## src/rtl/divider.sv

```systemverilog
// divider: 8-bit unsigned restoring divider for the lab board.
// The dividend is loaded into Q, and the divisor is latched into D at START.
// Eight SHIFT/SUB iterations then leave the quotient in Q and the remainder in R.
// Each result nibble is also decoded onto a 7-segment display (active-low segments).
module divider (
  input  logic       Clk,
  input  logic       Reset_n,
  input  logic       ClrR_LdQ,
  input  logic       Execute,
  input  logic [7:0] SW,
  output logic [7:0] Qval,
  output logic [7:0] Rval,
  output logic       DivZero,
  output logic       Busy,
  output logic       Done,
  output logic [6:0] HEX0,
  output logic [6:0] HEX1,
  output logic [6:0] HEX2,
  output logic [6:0] HEX3
);

  typedef enum logic [2:0] {
    IDLE  = 3'd0,
    START = 3'd1,
    SHIFT = 3'd2,
    SUB   = 3'd3,
    DONE  = 3'd4
  } state_t;

  state_t     state_r, state_s;
  logic [7:0] q_r, q_s;
  logic [8:0] r_r, r_s;
  logic [7:0] d_r, d_s;
  logic [2:0] cnt_r, cnt_s;
  logic       divzero_r, divzero_s;
  logic       busy_r, busy_s;
  logic       done_r, done_s;
  logic [9:0] diff_s;

  // Hex digit to active-low 7-segment pattern, bit order {g,f,e,d,c,b,a}.
  function automatic logic [6:0] hex_driver(input logic [3:0] nib);
    logic [6:0] seg;
    case (nib)
      4'h0:    seg = 7'b1000000;
      4'h1:    seg = 7'b1111001;
      4'h2:    seg = 7'b0100100;
      4'h3:    seg = 7'b0110000;
      4'h4:    seg = 7'b0011001;
      4'h5:    seg = 7'b0010010;
      4'h6:    seg = 7'b0000010;
      4'h7:    seg = 7'b1111000;
      4'h8:    seg = 7'b0000000;
      4'h9:    seg = 7'b0010000;
      4'hA:    seg = 7'b0001000;
      4'hB:    seg = 7'b0000011;
      4'hC:    seg = 7'b1000110;
      4'hD:    seg = 7'b0100001;
      4'hE:    seg = 7'b0000110;
      4'hF:    seg = 7'b0001110;
      default: seg = 7'b1111111;
    endcase
    return seg;
  endfunction

  // Next-state and datapath logic; every register holds its value unless a state changes it.
  always_comb begin
    state_s   = state_r;
    q_s       = q_r;
    r_s       = r_r;
    d_s       = d_r;
    cnt_s     = cnt_r;
    divzero_s = divzero_r;
    // Trial subtraction is 10 bits wide, so bit 9 is the borrow (sign) bit.
    diff_s    = {1'b0, r_r} - {2'b00, d_r};
    case (state_r)
      IDLE: begin
        // A load takes priority, and Execute is not looked at in the same cycle.
        if (ClrR_LdQ) begin
          q_s       = SW;
          r_s       = 9'd0;
          divzero_s = 1'b0;
        end else if (Execute) begin
          state_s = START;
        end else begin
          state_s = IDLE;
        end
      end
      START: begin
        d_s   = SW;
        cnt_s = 3'd0;
        if (SW == 8'h00) begin
          // Divide by zero: quotient saturates and the dividend becomes the remainder.
          divzero_s = 1'b1;
          r_s       = {1'b0, q_r};
          q_s       = 8'hFF;
          state_s   = DONE;
        end else begin
          divzero_s = 1'b0;
          state_s   = SHIFT;
        end
      end
      SHIFT: begin
        {r_s, q_s} = {r_r[7:0], q_r, 1'b0};
        state_s    = SUB;
      end
      SUB: begin
        if (!diff_s[9]) begin
          r_s = diff_s[8:0];
          q_s = {q_r[7:1], 1'b1};
        end else begin
          r_s = r_r;
          q_s = q_r;
        end
        cnt_s = cnt_r + 3'd1;
        if (cnt_r == 3'd7) begin
          state_s = DONE;
        end else begin
          state_s = SHIFT;
        end
      end
      DONE: begin
        // Execute must be released first, so that a held button runs only once.
        if (!Execute) begin
          state_s = IDLE;
        end else begin
          state_s = DONE;
        end
      end
      default: begin
        state_s = IDLE;
      end
    endcase
    busy_s = (state_s == START) || (state_s == SHIFT) || (state_s == SUB);
    done_s = (state_s == DONE);
  end

  // State, datapath and status registers, cleared immediately by Reset_n.
  always_ff @(posedge Clk or negedge Reset_n) begin
    if (!Reset_n) begin
      state_r   <= IDLE;
      q_r       <= 8'd0;
      r_r       <= 9'd0;
      d_r       <= 8'd0;
      cnt_r     <= 3'd0;
      divzero_r <= 1'b0;
      busy_r    <= 1'b0;
      done_r    <= 1'b0;
    end else begin
      state_r   <= state_s;
      q_r       <= q_s;
      r_r       <= r_s;
      d_r       <= d_s;
      cnt_r     <= cnt_s;
      divzero_r <= divzero_s;
      busy_r    <= busy_s;
      done_r    <= done_s;
    end
  end

  assign Qval    = q_r;
  assign Rval    = r_r[7:0];
  assign DivZero = divzero_r;
  assign Busy    = busy_r;
  assign Done    = done_r;
  assign HEX0    = hex_driver(q_r[3:0]);
  assign HEX1    = hex_driver(q_r[7:4]);
  assign HEX2    = hex_driver(r_r[3:0]);
  assign HEX3    = hex_driver(r_r[7:4]);

endmodule

```

## config.mk

```make
export PLATFORM = sky130hd
export DESIGN_NAME = divider
export DESIGN_NICKNAME = d
export VERILOG_FILES = /design/src/rtl/divider.sv
export SDC_FILE = /design/constraint.sdc
export NUM_CORES = 1
export LEC_CHECK = 0
export CORE_AREA = 2 2 127 80
export DETAILED_ROUTE_END_ITERATION = 10
export DIE_AREA = 0 0 129 82
export GPL_TIMING_DRIVEN = 0
export PLACE_DENSITY = 0.64
export SYNTH_ARGS = -nofsm -noshare
export SYNTH_HDL_FRONTEND = slang
export SYNTH_SLANG_ARGS = --single-unit
```

## constraint.sdc

```tcl
create_clock -name Clk -period 4.3 [get_ports Clk]
set_clock_uncertainty 0.2 [all_clocks]
set_input_delay 1.075 -clock Clk [delete_from_list [all_inputs] [get_ports Clk]]
set_output_delay 1.075 -clock Clk [all_outputs]
set_load 0.005 [all_outputs]
```

==> impl_metrics.env <==
export IMPL_status="finished clean"
export IMPL_portBuffers=58
export IMPL_fillers=943
export IMPL_die_w_um=129
export IMPL_synth_cell_area_mm2=0.00320
export IMPL_cts_htree_levels=2
export IMPL_synthXorXnorAreaFrac_pct=0.548
export IMPL_rows=28
export IMPL_nets=498
export IMPL_synthesis_instances=386
export IMPL_synthArstFlopShare_pct=100
export IMPL_remaining_drc_errors=0
export IMPL_fin_crit_ns=3.75
export IMPL_pin_count_of_the_biggest_net_entering_global_routing=35
export IMPL_yosys_area_top_type_share_pct=26.6
export IMPL_setup_reg_to_reg_worst_slack_ns=1.59
export IMPL_n_antenna_cell=0
export IMPL_post_synth_and_or_nand_nor_area_fraction_pct=18.2
export IMPL_syn_num_nets=433
export IMPL_grt_first_pass_wirelength_um=14000
export IMPL_synth_main_ff_cell="sky130_fd_sc_hd__dfrtp_1"
export IMPL_coreArea_mm2=0.00949
export IMPL_p_leak_nw=1.77
export IMPL_rsz0062_at_grt="false"
export IMPL_number_of_antenna_violations_at_the_first_check_in_global_routing=0
export IMPL_floorplan_initialDensity_pct=33.7
export IMPL_cts_max_path_buffers=2
export IMPL_synth_edf_count=0
export IMPL_vias=2967
export IMPL_area_growth_syn_to_layout_pct=28.5
export IMPL_first_pass_iters=5
export IMPL_cts_buffers=5
export IMPL_grt_usage_pct=16.8
export IMPL_finalWeightedCongestion=0.887
export IMPL_cp_peak_stage_delay_ns=0.52
export IMPL_cts_hold_fix_buffers=0
export IMPL_synth_yosys_seq_area_share_pct=26.6
export IMPL_cts_root_buffer="sky130_fd_sc_hd__clkbuf_16"
export IMPL_synth_top_cells_by_area="sky130_fd_sc_hd__dfrtp_1 (27%), sky130_fd_sc_hd__ha_1 (13%), sky130_fd_sc_hd__o21ai_0 (7.4%)"
export IMPL_first_global_vias=2735
export IMPL_synth_cell_type_count=50
export IMPL_crit_slowest_cell="sky130_fd_sc_hd__clkdlybuf4s50_1"
export IMPL_synth_top_area_cell="sky130_fd_sc_hd__dfrtp_1"
export IMPL_drtAntennaViolNets=0
export IMPL_die_y_um=82
export IMPL_type_of_origin_of_the_critical_path="flop"
export IMPL_tritoncts_num_sinks=34
export IMPL_irDropWorstVdd_v=0.000330
export IMPL_dp_worst_setup_slack_ns=0.799
export IMPL_power_density_cells_mw_per_mm2=882
export IMPL_maximum_fanout_along_the_worst_path=8
export IMPL_critical_path_buf_inv_count=2
export IMPL_clkTransAtPathRegs_ns=0.05
export IMPL_worst_tran_pin_value_ns=0.779
export IMPL_smallest_setup_slack_after_layout_ns=0.550
export IMPL_dp_hpwl_um=6540
export IMPL_multi_input_area_mm2=0.00208
export IMPL_synth_warnings=0
export IMPL_seq_area_um2=851
export IMPL_synthMuxAreaShare_pct=10.6
export IMPL_fin_crit_sh_pct=87.2
export IMPL_drtIter0Drc=282
export IMPL_clk_latency_ns=0.28
export IMPL_maxCapViolations=0
export IMPL_post_cts_resize_count=0
export IMPL_post_cts_setup_buffers=0
export IMPL_setup_violations=0
export IMPL_cts_tree="done"
export IMPL_synth_compound_area_share_pct=22.0
export IMPL_wl_per_cell_um=14.5
export IMPL_post_synth_cell_area_avg_um2=8.28
export IMPL_crit_path_cell_trace="inv_1 -> ha_1 -> nor2b_1 -> or3b_2 -> o21ai_0 -> clkdlybuf4s50_1"
export IMPL_die_area_mm2=0.0106
export IMPL_critical_path_top_delay_family="buffers and inverters"
export IMPL_finalHoldViolations=0
export IMPL_timing_setup_tns_ns=0
export IMPL_timing_max_transition_violations_final=0
export IMPL_arrival_ns=2.47
export IMPL_route_final_wire_length_um=8540
export IMPL_dominant_combinational_cell_family_by_area_after_synthesis="compound AO/OA/AOI/OAI gates"
export IMPL_timing_setup_critical_path_class="flop to output port"
export IMPL_critical_path_required_ns=3.02
export IMPL_synth_seq_cells=34
export IMPL_slew_limit_headroom_pct=48.1
export IMPL_synth_adder_area_share_pct=13.9
export IMPL_pin_count=59
export IMPL_vias_per_cell=5.05
export IMPL_hp_class="flop to flop"
export IMPL_type_of_destination_of_the_critical_path="output port"
export IMPL_globalRoute_totalOverflow=0
export IMPL_fmax_mhz=267
export IMPL_share_of_layout_cells_above_drive_strength_1_pct=10.2
## cells in the mapped netlist, drive strengths merged (9+ instances only)
library cell	instances
mux2i	14
buf	18
a21oi	27
nor2b	9
clkbuf	16
nand2	46
o21ai	47
nand2b	9
dfrtp	34
nor2	25
inv	22
ha	34
mux2	12
## through the flow
step / utilization, % / cell area, µm² / hold WS (ns) / power, mW / cells
floorplan: - / 3200 / 0.254 / 2.26 / 386
global placement: 41.6 / 3950 / 0.271 / 3.17 / 579
detailed placement: 41.5 / 3940 / 0.283 / 3.21 / 579
CTS: 43.3 / 4110 / 0.297 / 3.63 / 587
global route: 43.3 / 4110 / 0.321 / 3.96 / 587
finish: 43.3 / 4110 / 0.289 / 3.62 / 587
## metal layers
metal / GRT usage (%) / vias to the layer above / routed length [µm]
li1: - / 1469 / -
met1: 25.8 / 1411 / 4540
met2: 24.3 / 82 / 3530
met3: 3.26 / 5 / 430
met4: 2.83 / 0 / 38
met5: 0 / - / 0
## sequential cells by signal, indices dropped and copies added (netlist names)
signal	flops
r_r	9
DivZero	1
d_r	8
state_r	3
Busy	1
cnt_r	3
Qval	8
Done	1
## cell families after synthesis
kind of cell / count (synthesis)
AOI/OAI and AO/OA: 113
xor gates and xnor gates: 2
adders and majority gates: 35
buffers and inverters: 56
DFF: 34
muxes: 28
and+or+nand+nor: 118
## tightest hold or removal path, cell delays in order, from the launching register on
cell	delay, ns
sky130_fd_sc_hd__dfrtp_1	0.34
sky130_fd_sc_hd__nand2_1	0.05
sky130_fd_sc_hd__o21ai_0	0.06
## where the power goes
part	leakage [nW]	switching (mW)	internal, mW	total, mW
logic	1.26	1.25	1.35	2.60
clock network	0.0832	0.133	0.262	0.395
registers	0.423	0.164	0.463	0.627
total	1.77	1.54	2.08	3.62
## area by class of cell
cell class                 count  share of cell area [%]
inverter                      22                    2.01
buffer                        34                    4.33
clock buffer                   8                    4.05
timing repair buffer          58                    14.0
tap                          135                    4.11
sequential                    34                    20.7
multi-input combinational    296                    50.8
## worst paths after layout
kind / cells after the start / to / start
max reg2reg: 8 / r_r[3]$_DFFE_PN0P_ / r_r[0]$_DFFE_PN0P_
max: 6 / HEX2[0] / r_r[1]$_DFFE_PN0P_
max in group asynchronous: 1 / DivZero$_DFFE_PN0P_ / Reset_n
min: 2 / cnt_r[2]$_DFFE_PN0P_ / cnt_r[2]$_DFFE_PN0P_
min reg2reg: 2 / cnt_r[2]$_DFFE_PN0P_ / cnt_r[2]$_DFFE_PN0P_
min in group asynchronous: 1 / r_r[7]$_DFFE_PN0P_ / Reset_n
## layout by cell type, fill, tap and decap left out, types with 6 or more instances in the layout
cell | synthesis | routed
sky130_fd_sc_hd__nor2_1 | 25 | 25
sky130_fd_sc_hd__nor2b_1 | 9 | 9
sky130_fd_sc_hd__nand2b_1 | 9 | 9
sky130_fd_sc_hd__o21ai_0 | 47 | 47
sky130_fd_sc_hd__nand2_1 | 46 | 46
sky130_fd_sc_hd__mux2i_1 | 14 | 14
sky130_fd_sc_hd__ha_1 | 34 | 34
sky130_fd_sc_hd__nor3_1 | 6 | 6
sky130_fd_sc_hd__nand3_1 | 6 | 6
sky130_fd_sc_hd__a22oi_1 | 6 | 6
sky130_fd_sc_hd__inv_1 | 21 | 21
sky130_fd_sc_hd__mux2_2 | 7 | 7
sky130_fd_sc_hd__dfrtp_1 | 34 | 34
sky130_fd_sc_hd__buf_4 | 8 | 8
sky130_fd_sc_hd__clkbuf_1 | 16 | 16
sky130_fd_sc_hd__a21oi_1 | 25 | 25
sky130_fd_sc_hd__clkdlybuf4s50_1 | 0 | 57
No activity file was read; power rests on OpenSTA's default activity.
